## src/rtl/rename_map_pkg.sv

```systemverilog
// Shared widths, tag/map types and the map read helper for the register alias table.
package rename_map_pkg;
    localparam int ARCH_REG_NUM = 32;
    localparam int ARCH_REG_SEL = 5;
    localparam int PHY_REG_NUM  = 64;
    localparam int PHY_REG_SEL  = 6;

    typedef logic [ARCH_REG_SEL-1:0] arch_t;
    typedef logic [PHY_REG_SEL-1:0]  tag_t;
    typedef tag_t [ARCH_REG_NUM-1:0] map_t;

    // r0 is hardwired: it always reads as tag 0 whatever the table holds.
    function automatic tag_t map_lookup(input map_t m, input arch_t a);
        return (a == '0) ? '0 : m[a];
    endfunction
endpackage

```

## src/rtl/rename_map_map_table.sv

```systemverilog
// Architectural-to-physical map: four read ports, two ordered write ports
// (port 2 wins), and a bulk load that overrides both writes.
module map_table
    import rename_map_pkg::*;
(
    input  logic  clk,
    input  logic  reset,
    input  arch_t rd_addr_0,
    input  arch_t rd_addr_1,
    input  arch_t rd_addr_2,
    input  arch_t rd_addr_3,
    output tag_t  rd_data_0,
    output tag_t  rd_data_1,
    output tag_t  rd_data_2,
    output tag_t  rd_data_3,
    input  logic  wr_en_1,
    input  arch_t wr_addr_1,
    input  tag_t  wr_data_1,
    input  logic  wr_en_2,
    input  arch_t wr_addr_2,
    input  tag_t  wr_data_2,
    input  logic  load_en,
    input  map_t  load_map,
    output map_t  map_cur,
    output map_t  map_next
);
    map_t map_q;

    always_comb begin
        map_next = map_q;
        if (load_en) begin
            map_next = load_map;
        end else begin
            if (wr_en_1 && wr_addr_1 != '0) map_next[wr_addr_1] = wr_data_1;
            if (wr_en_2 && wr_addr_2 != '0) map_next[wr_addr_2] = wr_data_2;
        end
    end

    always_ff @(negedge clk or negedge reset) begin
        if (!reset) begin
            for (int i = 0; i < ARCH_REG_NUM; i++) map_q[i] <= PHY_REG_SEL'(i);
        end else begin
            map_q <= map_next;
        end
    end

    assign map_cur   = map_q;
    assign rd_data_0 = map_lookup(map_q, rd_addr_0);
    assign rd_data_1 = map_lookup(map_q, rd_addr_1);
    assign rd_data_2 = map_lookup(map_q, rd_addr_2);
    assign rd_data_3 = map_lookup(map_q, rd_addr_3);
endmodule

```

## src/rtl/rename_map.sv

```systemverilog
// Two-wide register alias table: speculative map with intra-group bypass,
// committed map restored into the speculative map on misprediction.
module rename_map
    import rename_map_pkg::*;
(
    input  logic  clk,
    input  logic  reset,
    input  logic  inst1_valid,
    input  logic  inst2_valid,
    input  arch_t src1_1,
    input  arch_t src2_1,
    input  arch_t src1_2,
    input  arch_t src2_2,
    input  arch_t dst_1,
    input  arch_t dst_2,
    input  logic  wr_reg_1,
    input  logic  wr_reg_2,
    input  tag_t  phy_dst1,
    input  tag_t  phy_dst2,
    input  logic  phy_dst1_valid,
    input  logic  phy_dst2_valid,
    input  logic  allocatable,
    input  logic  stall_DP,
    input  logic  prmiss,
    input  logic  com1_val,
    input  logic  com2_val,
    input  arch_t com_dst1,
    input  arch_t com_dst2,
    input  tag_t  com_phy1,
    input  tag_t  com_phy2,
    output tag_t  rn_src1_1,
    output tag_t  rn_src2_1,
    output tag_t  rn_src1_2,
    output tag_t  rn_src2_2,
    output tag_t  rn_dst1,
    output tag_t  rn_dst2,
    output tag_t  rn_old1,
    output tag_t  rn_old2,
    output logic  rn_wr1,
    output logic  rn_wr2,
    output logic  rn_valid1,
    output logic  rn_valid2
);
    logic fire, wr1, wr2;
    tag_t map_s11, map_s21, map_s12, map_s22;
    tag_t lk_s11, lk_s21, lk_s12, lk_s22, lk_old1, lk_old2;
    map_t smap_cur, cmap_next;
    map_t smap_next_unused, cmap_cur_unused;
    tag_t cmap_rd0_unused, cmap_rd1_unused, cmap_rd2_unused, cmap_rd3_unused;

    assign fire = allocatable && !stall_DP && !prmiss;
    assign wr1  = inst1_valid && wr_reg_1 && (dst_1 != '0);
    assign wr2  = inst2_valid && wr_reg_2 && (dst_2 != '0);

    map_table u_smap (
        .clk       (clk),          .reset     (reset),
        .rd_addr_0 (src1_1),       .rd_addr_1 (src2_1),
        .rd_addr_2 (src1_2),       .rd_addr_3 (src2_2),
        .rd_data_0 (map_s11),      .rd_data_1 (map_s21),
        .rd_data_2 (map_s12),      .rd_data_3 (map_s22),
        .wr_en_1   (fire && wr1),  .wr_addr_1 (dst_1),  .wr_data_1 (phy_dst1),
        .wr_en_2   (fire && wr2),  .wr_addr_2 (dst_2),  .wr_data_2 (phy_dst2),
        .load_en   (prmiss),       .load_map  (cmap_next),
        .map_cur   (smap_cur),     .map_next  (smap_next_unused)
    );

    // Committed map never bulk-loads; its post-commit contents feed the flush.
    map_table u_cmap (
        .clk       (clk),             .reset     (reset),
        .rd_addr_0 ('0),              .rd_addr_1 ('0),
        .rd_addr_2 ('0),              .rd_addr_3 ('0),
        .rd_data_0 (cmap_rd0_unused), .rd_data_1 (cmap_rd1_unused),
        .rd_data_2 (cmap_rd2_unused), .rd_data_3 (cmap_rd3_unused),
        .wr_en_1   (com1_val),        .wr_addr_1 (com_dst1), .wr_data_1 (com_phy1),
        .wr_en_2   (com2_val),        .wr_addr_2 (com_dst2), .wr_data_2 (com_phy2),
        .load_en   (1'b0),            .load_map  ('0),
        .map_cur   (cmap_cur_unused), .map_next  (cmap_next)
    );

    always_comb begin
        lk_s11  = map_s11;
        lk_s21  = map_s21;
        lk_s12  = (wr1 && src1_2 == dst_1 && src1_2 != '0) ? phy_dst1 : map_s12;
        lk_s22  = (wr1 && src2_2 == dst_1 && src2_2 != '0) ? phy_dst1 : map_s22;
        lk_old1 = map_lookup(smap_cur, dst_1);
        lk_old2 = (wr1 && dst_2 == dst_1) ? phy_dst1 : map_lookup(smap_cur, dst_2);
    end

    // Output register stage: flush beats stall, stall beats bubble.
    always_ff @(negedge clk or negedge reset) begin
        if (!reset) begin
            rn_src1_1 <= '0;  rn_src2_1 <= '0;
            rn_src1_2 <= '0;  rn_src2_2 <= '0;
            rn_dst1   <= '0;  rn_dst2   <= '0;
            rn_old1   <= '0;  rn_old2   <= '0;
            rn_wr1    <= 1'b0; rn_wr2    <= 1'b0;
            rn_valid1 <= 1'b0; rn_valid2 <= 1'b0;
        end else if (prmiss || (!stall_DP && !allocatable)) begin
            rn_wr1    <= 1'b0; rn_wr2    <= 1'b0;
            rn_valid1 <= 1'b0; rn_valid2 <= 1'b0;
        end else if (fire) begin
            rn_src1_1 <= lk_s11;
            rn_src2_1 <= lk_s21;
            rn_src1_2 <= lk_s12;
            rn_src2_2 <= lk_s22;
            rn_dst1   <= wr1 ? phy_dst1 : '0;
            rn_dst2   <= wr2 ? phy_dst2 : '0;
            rn_old1   <= wr1 ? lk_old1 : '0;
            rn_old2   <= wr2 ? lk_old2 : '0;
            rn_wr1    <= wr1;
            rn_wr2    <= wr2;
            rn_valid1 <= inst1_valid;
            rn_valid2 <= inst2_valid;
        end
    end
endmodule

```

## config.mk

```make
export PLATFORM = sky130hd
export DESIGN_NAME = rename_map
export DESIGN_NICKNAME = d
export VERILOG_FILES = /design/src/rtl/rename_map_pkg.sv /design/src/rtl/rename_map_map_table.sv /design/src/rtl/rename_map.sv
export SDC_FILE = /design/constraint.sdc
export NUM_CORES = 2
export LEC_CHECK = 0
export CAP_MARGIN = 0
export CORE_ASPECT_RATIO = 1.75
export CORE_UTILIZATION = 60
export CTS_CLUSTER_SIZE = 24
export DETAILED_ROUTE_END_ITERATION = 10
export GPL_ROUTABILITY_DRIVEN = 1
export PLACE_DENSITY = 0.84
export RECOVER_POWER = 25
export SYNTH_ARGS = -nofsm -noshare
export SYNTH_HDL_FRONTEND = slang
export SYNTH_SLANG_ARGS = --single-unit
```

## constraint.sdc

```tcl
create_clock -name clk -period 2.4 [get_ports clk]
set_input_delay 0.24 -clock clk [delete_from_list [all_inputs] [get_ports clk]]
set_output_delay 0.24 -clock clk [all_outputs]
set_load 0.01 [all_outputs]
```

==> results.json, run 1 <==
{
  "status": "stopped before the end",
  "stop_stage": "global routing",
  "tool.error": "[ERROR GRT-0116] Global routing finished with congestion. Check the congestion regions in the DRC Viewer.",
  "synthArstFlopShare_pct": 100,
  "grt_pass1_wl_um": 366000,
  "ys_ff_latch": 436,
  "die_x_um": 178,
  "synth_cells": 3198,
  "io_pins": 129,
  "clockBufferDepth": 3,
  "yosys_warnings": 0,
  "start_util_pct": 60.8,
  "synth_area_leaders": "dfrtn_1 (21%), mux4_2 (19%), dfstp_2 (13%)",
  "h-tree-depth": 2,
  "dp_cells": 4354,
  "synthTopCellsByCount": "nor2_1 (310), clkbuf_1 (296), mux2i_1 (283)",
  "cts-root-buf": "clkbuf_16",
  "synth_edf_count": 0,
  "synth_cell_types": 69,
  "portBuffers": 126,
  "synth_area_leader_cell": "dfrtn_1",
  "grt_overflow": 1316,
  "place_area_um2": 40500,
  "place.gp.congestion": 1.24,
  "grt.total_usage_pct": 90.0,
  "place_hpwl_um": 120000,
  "syn_nets": 3275,
  "syn_area_um2": 32400,
  "yosysMostFrequentCell": "nor2_1",
  "synth-main-ff-cell": "dfrtn_1",
  "grt_max_degree": 193,
  "dp_slack_ns": -2.03,
  "cts_buffers": 44,
  "cts.sinks": 436,
  "netlist.area_leader.share_pct": 21.3,
  "yosysSeqAreaShare_pct": 34.2,
  "syn_area_per_cell_um2": 10.1,
  "num_rows": 112,
  "dieHeight_um": 310,
  "grt_pass1_vias": 48315
}
## metrics by stage
step,TNS (ns),util (%)
2_1_floorplan,-163.58,-
3_3_place_gp,-445.55,75.9
3_5_place_dp,-467.69,75.9
4_1_cts,-73.67,88.7
## cell families after synthesis
kind of cell	share of synthesized area, %
buffers and inverters	5.07
DFF	34.2
AOI/OAI and AO/OA	19.7
xor gates and xnor gates	0.405
muxes	28.4
and+or+nand+nor	12.1
## what timing repair did
| item | in CTS |
|---|---|
| cloned | 46 |
| pin swaps | 273 |
| resized for setup | 1142 |
| endpoints found under the setup margin | 474 |
| setup buffers | 130 |
| hold buffers | 0 |
## metal layers
layer	overflow	global-route usage, %
met1	27	87.7
met2	789	104
met3	45	78.4
met4	446	94.4
met5	9	46.6
==> run 2, diff against run 1 <==
Settings changed: CORE_ASPECT_RATIO 1.75 to unset, CORE_UTILIZATION 60 to 40, CTS_CLUSTER_SIZE 24 to unset, PLACE_DENSITY 0.84 to unset, PLACE_DENSITY_LB_ADDON set to 0.15.
==> results.json, run 2 <==
{
  "crit_buf_inv": 3,
  "slew_viol_final": 26,
  "dieHeight_um": 287,
  "start_util_pct": 40.3,
  "hold_depth": 0,
  "cpLargestDelayFamily": "simple AND/OR/NAND/NOR gates",
  "cpPeakStageDelay_ns": 0.59,
  "viasPerCell": 6.81,
  "portBuffers": 126,
  "wl_um": 184000,
  "antenna_found_initial": 11,
  "hold_violations": 0,
  "yosysSeqAreaShare_pct": 34.2,
  "grt_max_degree": 194,
  "switchingPower_uw": 13900,
  "final_common_cell": "buf_4",
  "yosysMostFrequentCell": "nor2_1",
  "place.gp.congestion": 1.06,
  "synth_area_leader_cell": "dfrtn_1",
  "fin_skew_ns": 0.0748,
  "synth_cells": 3198,
  "cp-end-kind": "flip-flop",
  "synth_cell_types": 69,
  "setup_ws_ns": -0.477,
  "p_int_uw": 21800,
  "dieArea_um2": 82300,
  "place_hpwl_um": 129000,
  "clk_pin_slew_ns": 0.05,
  "syn_nets": 3275,
  "die_x_um": 287,
  "dp_slack_ns": -1.50,
  "maxCapViolCount": 2,
  "hp-start": "u_cmap.map_cur[1]$_DFF_NN0_",
  "grt_pass1_vias": 33329,
  "drc": 0,
  "cts_buffers": 53,
  "worst_pin_slew_ns": 1.74,
  "rsz0062_at_grt": "yes",
  "cts_tree": "built",
  "rr_worst_depth": 7,
  "worstSkewPairLatency_ns": 0.69,
  "seqCellArea_um2": 11100,
  "worstSetupPathType": "in2reg",
  "synth_area_leaders": "dfrtn_1 (21%), mux4_2 (19%), dfstp_2 (13%)",
  "p_leak_uw": 0.0219,
  "startpoint": "prmiss",
  "syn_area_per_cell_um2": 10.1,
  "min_path_type": "reg2reg",
  "yosys_warnings": 0,
  "power_density_nw_per_um2": 721,
  "cp-start-kind": "input port",
  "multi_input_area_um2": 22900,
  "fp.coreArea_um2": 80400,
  "vias": 35848,
  "first_pass_iters": 8,
  "p_total_uw": 35600,
  "ant_nets": 0,
  "layout-drive-gt1-share_pct": 51.1,
  "synth_edf_count": 0,
  "synthTopCellsByCount": "nor2_1 (310), clkbuf_1 (296), mux2i_1 (283)",
  "path_max_fanout": 6,
  "drt_iter0_markers": 5600,
  "syn_area_um2": 32400,
  "syn2layout_area_growth_pct": 52.3,
  "grt_overflow": 0,
  "final_cell_mix": "buf_4 (706), nor2_1 (283), mux4_2 (276), dfrtn_1 (276), mux2i_1 (267)",
  "violations": "capacitance limit, slew limit, setup timing",
  "r2r_start": "u_smap.map_cur[144]$_DFF_NN0_",
  "slew_headroom_pct": -16.3,
  "status": "complete, but fails checks",
  "netlist.area_leader.share_pct": 21.3,
  "finalSetupViolCount": 502,
  "io_pins": 129,
  "path_cells": "buf_8 > nand4b_4 > buf_6 > or4b_4 > buf_12 > o21ai_2 > a311oi_2 > a21o_1",
  "clockBufferDepth": 3,
  "nets": 4236,
  "vdd_drop_max_mv": 0.612,
  "hold_end": "u_cmap.map_cur[1]$_DFF_NN0_",
  "ctsHoldBuffers": 0,
  "fill_cells": 6547,
  "grt_pass1_wl_um": 250000,
  "utilization_pct": 61.4,
  "ys_ff_latch": 436,
  "seq_power_share_pct": 34.0,
  "grt.total_usage_pct": 42.8,
  "h-tree-depth": 2,
  "worstPathArrival_ns": 2.12,
  "cts.sinks": 436,
  "cts-root-buf": "clkbuf_16",
  "r2r_slack_ns": 0.14,
  "synth-main-ff-cell": "dfrtn_1",
  "sw_frac_of_total_pct": 38.9,
  "synthArstFlopShare_pct": 100,
  "reg2reg_to": "rn_src1_2[0]$_DFFE_NN0P_",
  "worstPathRequired_ns": 1.65,
  "routedWlPerCell_um": 34.9,
  "combPwrFrac_pct": 39.1,
  "num_rows": 104,
  "p_clk_share_pct": 26.9,
  "cp_slowest_cell": "or4b_4"
}
run 2: cell counts after synthesis:
No cell type changed its count.
run 2: worst max path at each step:
stage,to,cells past startpoint
after floorplan,u_smap.map_cur[151]$_DFF_NN0_,8
after global placement,rn_src1_2[5]$_DFFE_NN0P_,7
after detailed placement,rn_src1_2[5]$_DFFE_NN0P_,7
after CTS,rn_src1_2[0]$_DFFE_NN0P_,9
after global routing,u_smap.map_cur[68]$_DFF_NN0_,8
final,u_smap.map_cur[68]$_DFF_NN0_,8
run 2: cells by family after synthesis:
logic type      share of synthesized area, %
simple gates                            12.1
buf+inv                                 5.07
xor+xnor                               0.405
mux                                     28.4
compound gates                          19.7
flops                                   34.2
run 2: repair_timing:
item                                    CTS  global route
pin swaps                               162           170
resized for setup                       709           424
endpoints found under the setup margin  474           437
gates cloned                             35            20
setup buffers                           119            50
run 2: per-layer routing:
layer	GRT usage (%)	vias to the layer above	part of all wire [%]
met2	60.3	2950	41
met4	25.5	14	8.4
met5	0.233	-	0.068
li1	-	14411	-
met1	57.2	17785	37
met3	13.8	688	14
run 2: layout make-up:
cell class	instances	area share [%]
clock buffers	66	2.98
multi-input cells	2361	46.3
diodes	4	0.0203
well taps	1060	2.68
clock inverters	192	1.86
repair buffers	1133	23.5
flip-flops and latches	436	22.5
inverters	14	0.106
run 2: power groups by stage:
stage                     logic, µW  registers (µW)  clock network [µW]
after floorplan                5890           10700                 405
after detailed placement      12200           11800                 405
after CTS                     12900           11700                9600
final                         13900           12100                9600
after global routing          14300           12100               10100
after global placement        12100           11700                 405
run 2: metrics by stage:
| step | hold slack (ns) | cells | setup TNS [ns] | cell area [µm²] |
|---|---|---|---|---|
| 2_1_floorplan | 0.384 | 3198 | -163.58 | 33800 |
| 3_3_place_gp | 0.320 | 4820 | -456.84 | 41900 |
| 4_1_cts | 0.322 | 5210 | -75.93 | 47300 |
| 6_report | 0.317 | 5266 | -96.03 | 49400 |
| 3_5_place_dp | 0.322 | 4820 | -469.55 | 41900 |
| 5_1_grt | 0.327 | 5263 | -109.33 | 49400 |
(Power assumes the default switching activity.)
